## src/rtl/alu_ctrl.sv

```systemverilog
// Three-phase instruction controller for a 4-bit ALU: accepts one instruction,
// issues registered operands, writes back the result and pulses done.
module alu_ctrl (
    input  logic       clk,
    input  logic       reset,
    input  logic       in_valid,
    output logic       in_ready,
    input  logic [9:0] instr,
    output logic       done,
    output logic [3:0] alu_a,
    output logic [3:0] alu_b,
    output logic       alu_cin,
    output logic [1:0] alu_op,
    output logic       alu_l,
    input  logic [3:0] alu_r,
    input  logic       alu_z,
    input  logic       alu_c,
    input  logic       alu_s,
    output logic [3:0] acc,
    output logic       flag_z,
    output logic       flag_c,
    output logic       flag_s,
    output logic [7:0] ops_cnt
);

    localparam logic [1:0] ST_IDLE = 2'd0;
    localparam logic [1:0] ST_EXEC = 2'd1;
    localparam logic [1:0] ST_DONE = 2'd2;

    localparam logic [1:0] KIND_ALU = 2'b00;
    localparam logic [1:0] KIND_LDI = 2'b01;
    localparam logic [1:0] KIND_STR = 2'b10;
    localparam logic [1:0] KIND_LDR = 2'b11;

    logic [1:0] r_state;
    logic [9:0] r_instr;
    logic [3:0] r_acc;
    logic [3:0] r_regs [4];
    logic       r_z;
    logic       r_c;
    logic       r_s;
    logic [7:0] r_ops_cnt;
    logic [3:0] r_alu_a;
    logic [3:0] r_alu_b;
    logic       r_alu_cin;
    logic [1:0] r_alu_op;
    logic       r_alu_l;

    logic       w_accept;
    logic [1:0] w_kind;
    logic [1:0] w_rsel;
    logic [3:0] w_imm;
    logic [3:0] w_reg_val;

    assign in_ready  = (r_state == ST_IDLE);
    assign done      = (r_state == ST_DONE);
    assign w_accept  = in_ready && in_valid;
    assign w_kind    = r_instr[9:8];
    assign w_rsel    = r_instr[1:0];
    assign w_imm     = r_instr[3:0];
    assign w_reg_val = r_regs[w_rsel];

    always_ff @(posedge clk) begin
        if (reset) begin
            r_state   <= ST_IDLE;
            r_instr   <= '0;
            r_acc     <= '0;
            for (int i = 0; i < 4; i++) begin
                r_regs[i] <= '0;
            end
            r_z       <= 1'b0;
            r_c       <= 1'b0;
            r_s       <= 1'b0;
            r_ops_cnt <= '0;
            r_alu_a   <= '0;
            r_alu_b   <= '0;
            r_alu_cin <= 1'b0;
            r_alu_op  <= '0;
            r_alu_l   <= 1'b0;
        end else begin
            case (r_state)
                ST_IDLE: begin
                    if (w_accept) begin
                        // Operands are captured here and held for the whole instruction.
                        r_instr   <= instr;
                        r_alu_a   <= r_acc;
                        r_alu_b   <= r_regs[instr[1:0]];
                        r_alu_l   <= instr[7];
                        r_alu_op  <= instr[6:5];
                        r_alu_cin <= instr[4] ? r_c : 1'b0;
                        r_state   <= ST_EXEC;
                    end
                end
                ST_EXEC: begin
                    case (w_kind)
                        KIND_ALU: begin
                            r_acc <= alu_r;
                            r_z   <= alu_z;
                            r_s   <= alu_s;
                            // Logic ops leave carry alone.
                            if (!r_instr[7]) begin
                                r_c <= alu_c;
                            end
                        end
                        KIND_LDI: begin
                            r_acc <= w_imm;
                            r_z   <= (w_imm == 4'd0);
                            r_s   <= w_imm[3];
                        end
                        KIND_STR: begin
                            r_regs[w_rsel] <= r_acc;
                        end
                        KIND_LDR: begin
                            r_acc <= w_reg_val;
                            r_z   <= (w_reg_val == 4'd0);
                            r_s   <= w_reg_val[3];
                        end
                        default: ;
                    endcase
                    r_state <= ST_DONE;
                end
                ST_DONE: begin
                    r_ops_cnt <= r_ops_cnt + 8'd1;
                    r_state   <= ST_IDLE;
                end
                default: r_state <= ST_IDLE;
            endcase
        end
    end

    assign alu_a   = r_alu_a;
    assign alu_b   = r_alu_b;
    assign alu_cin = r_alu_cin;
    assign alu_op  = r_alu_op;
    assign alu_l   = r_alu_l;
    assign acc     = r_acc;
    assign flag_z  = r_z;
    assign flag_c  = r_c;
    assign flag_s  = r_s;
    assign ops_cnt = r_ops_cnt;

endmodule

```

## config.mk

```make
export PLATFORM = sky130hd
export DESIGN_NAME = alu_ctrl
export DESIGN_NICKNAME = d
export VERILOG_FILES = /design/src/rtl/alu_ctrl.sv
export SDC_FILE = /design/constraint.sdc
export NUM_CORES = 1
export LEC_CHECK = 0
export ABC_AREA = 1
export BUFFER_PORTS_ARGS = -buffer_cell sky130_fd_sc_hd__buf_2
export CORE_MARGIN = 4
export CORE_UTILIZATION = 35
export DETAILED_ROUTE_END_ITERATION = 7
export PLACE_DENSITY = 0.52
export SYNTH_ARGS = -nofsm -noshare
export SYNTH_HDL_FRONTEND = slang
export SYNTH_SLANG_ARGS = --single-unit
```

## constraint.sdc

```tcl
create_clock -name clk -period 4.2 [get_ports clk]
set_input_delay 0.84 -clock clk [delete_from_list [all_inputs] [get_ports clk]]
set_output_delay 0.84 -clock clk [all_outputs]
set_load 0.1 [all_outputs]
```

==> metrics.txt, run 1 <==
Synth Flop Type dfxtp_1; Via density 4.59; Die Wd just over 90 um; vias in the first global route slightly below 2000; drt drc 0; DP HPWL between 4000 and 5000 um; register area 1220 um^2; DRT Pass-1 Iters 4; layout cell share with drive strength beyond 1 between 20% and 30%; die height just over 90 um; highest clock rate 452 MHz; Overall Global Routing Usage between 10% and 20%; Sw Ratio a little over a third; Post-CTS Setup Bufs 0; Logic pwr share between 20 and 25%; WS Path Type reg -> out; Syn-to-layout area delta 16.2%; fill count roughly 730; Synthesized Nets roughly 330; Yosys top cell area share 30.4%; Vias 2056; Wirelength per Cell between 10 and 15 um; grt ovf 0; area of the multi-input gates between 1000 and 1500 um^2; Max-slew headroom 61.2%; first-pass GRT wire length roughly 9600 um; effective utilization at floorplan a little over a third; WP data required between 3 and 4 ns; syn avg cell area between 7 and 8 um^2; asr flop ratio synth 0%; LEAKAGE 0.00126 uW; final setup TNS 0 ns; Startpoint Class flop; Placer Congestion about 0.84; post-synthesis sequential area ratio 50.2%; number of synthesized flops with an enable pin 16; Clk pin slew, worst setup/hold paths roughly 0.090 ns; # rows 30; clk sinks 53; switching power total about 390 uW; CTS Hold Bufs 0; Hold Path Class reg -> reg; CTS root buf clkbuf_8; Worst Hold Path Cells 2; cell count after synthesis 305; Final nets between 300 and 400; pwr dens 393 nW/um^2; Final Max Tran Viols 0; pre-CTS setup slack 1.94 ns; internal power 719 uW; DRT Wirelength 5900 um; CP Capture Type primary output; actual slew at the worst max-slew pin between 0.5 and 0.6 ns; CORE AREA between 6000 and 7000 um^2; RSZ-0062 raised after global routing no; FF+latch count, synth 53; Synth Warn # 0; largest net degree at the start of global routing 23; Post-Syn Area around 2400 um^2; IO buf count between 40 and 50; outcome complete, no violations; cells resized by post-CTS repair 0; Final Setup Violations 0; Post-Route Skew between 0.007 and 0.008 ns; Commonest cells post-synth 55 x nor2_1, 47 x nand2_1, 37 x dfxtp_1; Seq pwr share ~52%; DR iter-0 viols 50; insertion delay to the later sink of the worst-skew pair ~0.3 ns; die area ~8400 um^2; synth unique cells 29; VDD IR max around 0.00016 V; # IOs 49; most common cell in the synthesized netlist nor2_1; critical path arrival between 1 and 1.5 ns; H-tree Lvls 2; Antenna Nets Post-Route 0; Max clock buf depth 2; main area contributors after synthesis dfxtp_1 30%, edfxtp_1 20%, nor2_1 8.5%; final-report hold violation count 0; period utilisation layout a little over half; fin worst setup slack between 1.5 and 2 ns; initial antenna violation count 0; cell accounting for the most synthesized area dfxtp_1; CTS tree yes; Max-Cap Viols 0; Num CTS Buffers 5; ant diodes 0; post-route minimum period ~2.2 ns; clock power share about a quarter; crit-path max FO 6; R2R cell count 4
power groups by stage:
stage | logic, uW | clock network, uW | registers, uW
4_1_cts | 253 | 293 | 578
6_report | 251 | 283 | 578
3_5_place_dp | 252 | 0 | 590
5_1_grt | 270 | 314 | 582
2_1_floorplan | 114 | 0 | 678
3_3_place_gp | 251 | 0 | 590
routing by layer:
metal  vias to the layer above  share of wire [%]  global-route usage (%)
met1                       946                 48                    19.3
met2                        27                 48                    23.4
met3                         4                3.4                    3.15
met5                         -                  0                       0
li1                       1079                  -                       -
met4                         0               0.78                    3.77
kinds of logic after synthesis:
family,Yosys count,share of synthesized area (%)
simple gates,141,27.3
buf+inv,46,7.96
fa+ha+maj,1,0.514
flops,53,50.2
compound gates,63,13.7
xor+xnor,1,0.360
cell usage in the layout (no fill, tap or decap), types with 2 or more instances in the layout:
master and count:
nor2_1 55, buf_2 48, nand2_1 47, dfxtp_1 37, o21ai_0 33, inv_1 26, nand3_1 21, a21oi_1 18
edfxtp_1 16, inv_2 10, nor2_4 6, clkbuf_8 5, o22ai_1 4, nand2_2 3, a31oi_1 3, nor2_2 2
nand2_4 2, o21ai_1 2, nor3_1 2, clkinv_2 2
critical path, stage by stage (launching register included):
cell     delay, ns
dfxtp_1       0.38
inv_2         0.08
nor2_4        0.16
buf_2         0.46
sequential cells by signal, indices dropped and copies added, names as in the netlist, named ones only:
name,flops
ops_cnt,8
r_regs,16
flag_s,1
r_instr,9
alu_a,4
acc,4
flag_c,1
alu_cin,1
flag_z,1
r_state,2
alu_b,4
stage by stage:
stage,utilization (%),hold WS (ns),cell area (um^2),total power [uW],instances
6_report,41.7,0.478,2830,1110,448
5_1_grt,41.7,0.501,2830,1170,448
4_1_cts,41.7,0.482,2830,1120,448
3_5_place_dp,40.4,0.469,2740,842,440
3_3_place_gp,40.4,0.464,2740,841,440
2_1_floorplan,-,0.455,2430,793,305
area by class of cell:
class	instances	area share, %
Clock buffer	5	2.43
Clock inverter	3	0.619
Inverter	36	4.77
Multi-Input combinational cell	206	36.0
Sequential cell	53	43.1
Tap cell	96	4.24
Timing Repair Buffer	49	8.75
path summary, 6_finish.rpt:
path	from	end	slack [ns]
setup reg to reg	r_instr[9]	r_regs[3][3]	2.47
setup / recovery	r_state[1]	done	1.99
hold / removal	alu_cin	alu_cin	0.48
hold reg to reg	alu_cin	alu_cin	0.48
No activity file was read; power rests on OpenSTA's default activity.
==> run 2: changes to the inputs <==
ABC_AREA = 0   (was 1)
PLACE_DENSITY = 0.54   (was 0.52)
clock period = 2 ns   (was 4.2 ns; I/O delays follow)
==> run 2 against run 1 <==
Against the previous run:
- clock-buffer cell count is 2 higher
- largest power group unchanged
- critical endpoint is now flag_z
- final area down 1.7%
- cell count shrank 20%
- register-to-register slack lost 2.3 ns
- synthesized area shrank 5.5%
- hold slack lost 0.15 ns
==> metrics.txt, run 2 <==
outcome complete, no violations; WHS Endpoint r_instr[6]; CP Capture Type flop; first-pass GRT wire length a little under 9000 um; hold_ws roughly 0.32 ns; WS Path Type reg -> reg; insertion delay to the later sink of the worst-skew pair 0.31 ns; most common cell in the synthesized netlist nand2_1; main area contributors after synthesis dfxtp_1 32%, edfxtp_1 21%, nand2_1 7.3%; Wirelength per Cell approximately 15 um; RSZ-0062 raised after global routing no; Synth Warn # 0; leading cell types in the layout, fill and taps excluded 47 x buf_2, 45 x nand2_1, 35 x dfxtp_1; initial antenna violation count 0; Startpoint Class flop; VDD IR max about 0.00044 V; Hold Path Class in -> reg; Commonest cells post-synth 45 x nand2_1, 37 x dfxtp_1, 20 x nor2_1; Worst Hold Path Cells 3; Max-slew headroom ~67%; most common cell after layout, fill and taps aside buf_2; Final Max Tran Viols 0; Top reg by flops r_regs; fill count roughly 630; DR iter-0 viols 100; R2R cell count 3; pwr dens around 850 nW/um^2; crit-path cells mux4_2 -> a2111o_1 -> a311oi_2; post-route minimum period approximately 1.8 ns; WP data required 2.22 ns; actual slew at the worst max-slew pin 0.502 ns; Post-Syn Area about 2300 um^2; crit-path max FO 7; pre-CTS setup slack about 0.22 ns; grt ovf 0; Yosys top cell area share about a third; CORE AREA ~6300 um^2; area of the multi-input gates just under 1000 um^2; number of synthesized flops with an enable pin 16; Final Setup Violations 0; CTS root buf clkbuf_8; CTS Hold Bufs 0; DP HPWL ~4000 um; synth unique cells about 40; # IOs 49; cells resized by post-CTS repair 0; Worst path slowest cell mux4_2; die height between 80 and 90 um; die area 7940 um^2; ant diodes 0; DRT Pass-1 Iters 4; Synthesized Nets between 200 and 300; Clk pin slew, worst setup/hold paths around 0.10 ns; critical path arrival around 2 ns; Reg2Reg Setup Slack 0.20 ns; Hold Crit Start instr[6]; LEAKAGE ~0.0011 uW; Max clock buf depth 2; Post-CTS Setup Bufs 0; Num CTS Buffers 5; max FFs per register 16; cell accounting for the most synthesized area dfxtp_1; # rows 29; Antenna Nets Post-Route 0; Via density a little over 5; H-tree Lvls 2; final-report hold violation count 0; clk sinks 53; IO buf count 48; syn avg cell area roughly 10 um^2; register area around 1200 um^2; Final nets 300; post-synthesis sequential area ratio between 50% and 60%; vias in the first global route ~1700; cell count after synthesis 230; worst reg2reg path endpoint flag_z; Post-Route Skew 0.0126 ns; Vias 1806; Synth Flop Type dfxtp_1; FF+latch count, synth 53; largest net degree at the start of global routing 36; Overall Global Routing Usage between 10% and 20%; Max-Cap Viols 0; highest clock rate ~560 MHz; period utilisation layout approximately nine tenths; Placer Congestion around 0.74; effective utilization at floorplan a little over a third; asr flop ratio synth 0%; Critical Path Max Stage Delay ~0.56 ns; fin worst setup slack roughly 0.2 ns; Syn-to-layout area delta 20.9%; DRT Wirelength 5450 um; Die Wd ~89 um; layout cell share with drive strength beyond 1 between 20% and 30%; CTS tree yes; drt drc 0
## run 2: per-stage QoR
step / instances / utilization, % / power, uW / instance area [um^2] / setup TNS [ns]
CTS: 357 / 43.8 / 2370 / 2780 / 0
detailed placement: 349 / 41.9 / 1610 / 2660 / 0
global route: 357 / 43.8 / 2450 / 2780 / 0
global placement: 349 / 41.9 / 1610 / 2660 / 0
finish: 357 / 43.8 / 2350 / 2780 / 0
floorplan: 230 / - / 1510 / 2310 / -0.0338
## run 2: layout make-up
type | count | share of cell area (%)
well taps | 77 | 3.46
repair buffers | 58 | 11.9
multi-input cells | 155 | 35.5
clock inverters | 1 | 1.08
inverters | 6 | 0.810
flip-flops and latches | 53 | 44.0
clock buffers | 7 | 3.24
## run 2: layer usage
metal | up-vias | routed length [um] | global-route usage, %
met4 | 0 | 0 | 3.25
met1 | 859 | 2690 | 21.7
met3 | 0 | 304 | 3.13
met2 | 46 | 2450 | 22.0
met5 | - | 0 | 0
li1 | 901 | - | -
## run 2: kinds of logic after synthesis
logic type,count (synthesis),synth area share (%)
flip-flops,53,53.1
XOR/XNOR,6,2.28
adder cells (fa/ha/maj),1,0.544
AND/OR/NAND/NOR,99,20.1
buffers and inverters,22,4.30
multiplexers,14,10.1
AO/OA/AOI/OAI,35,9.68
## run 2: power breakdown
group / internal (uW) / switching (uW) / total [uW]
logic: 105 / 288 / 393
clock network: 422 / 346 / 769
registers: 1150 / 41.5 / 1190
## run 2: worst max path at each step
stage	slack (ns)	cells after the start	end
finish	0.20	3	flag_z
CTS	0.20	3	flag_z
detailed placement	0.22	3	flag_z
global route	0.14	3	flag_z
global placement	0.29	3	flag_z
floorplan	-0.03	5	ops_cnt[3]
## run 2: critical path, delay by kind of cell, from the launching register on
family,cells,cell delay [ns]
mux,1,0.56
flops,1,0.49
compound gates,2,0.65
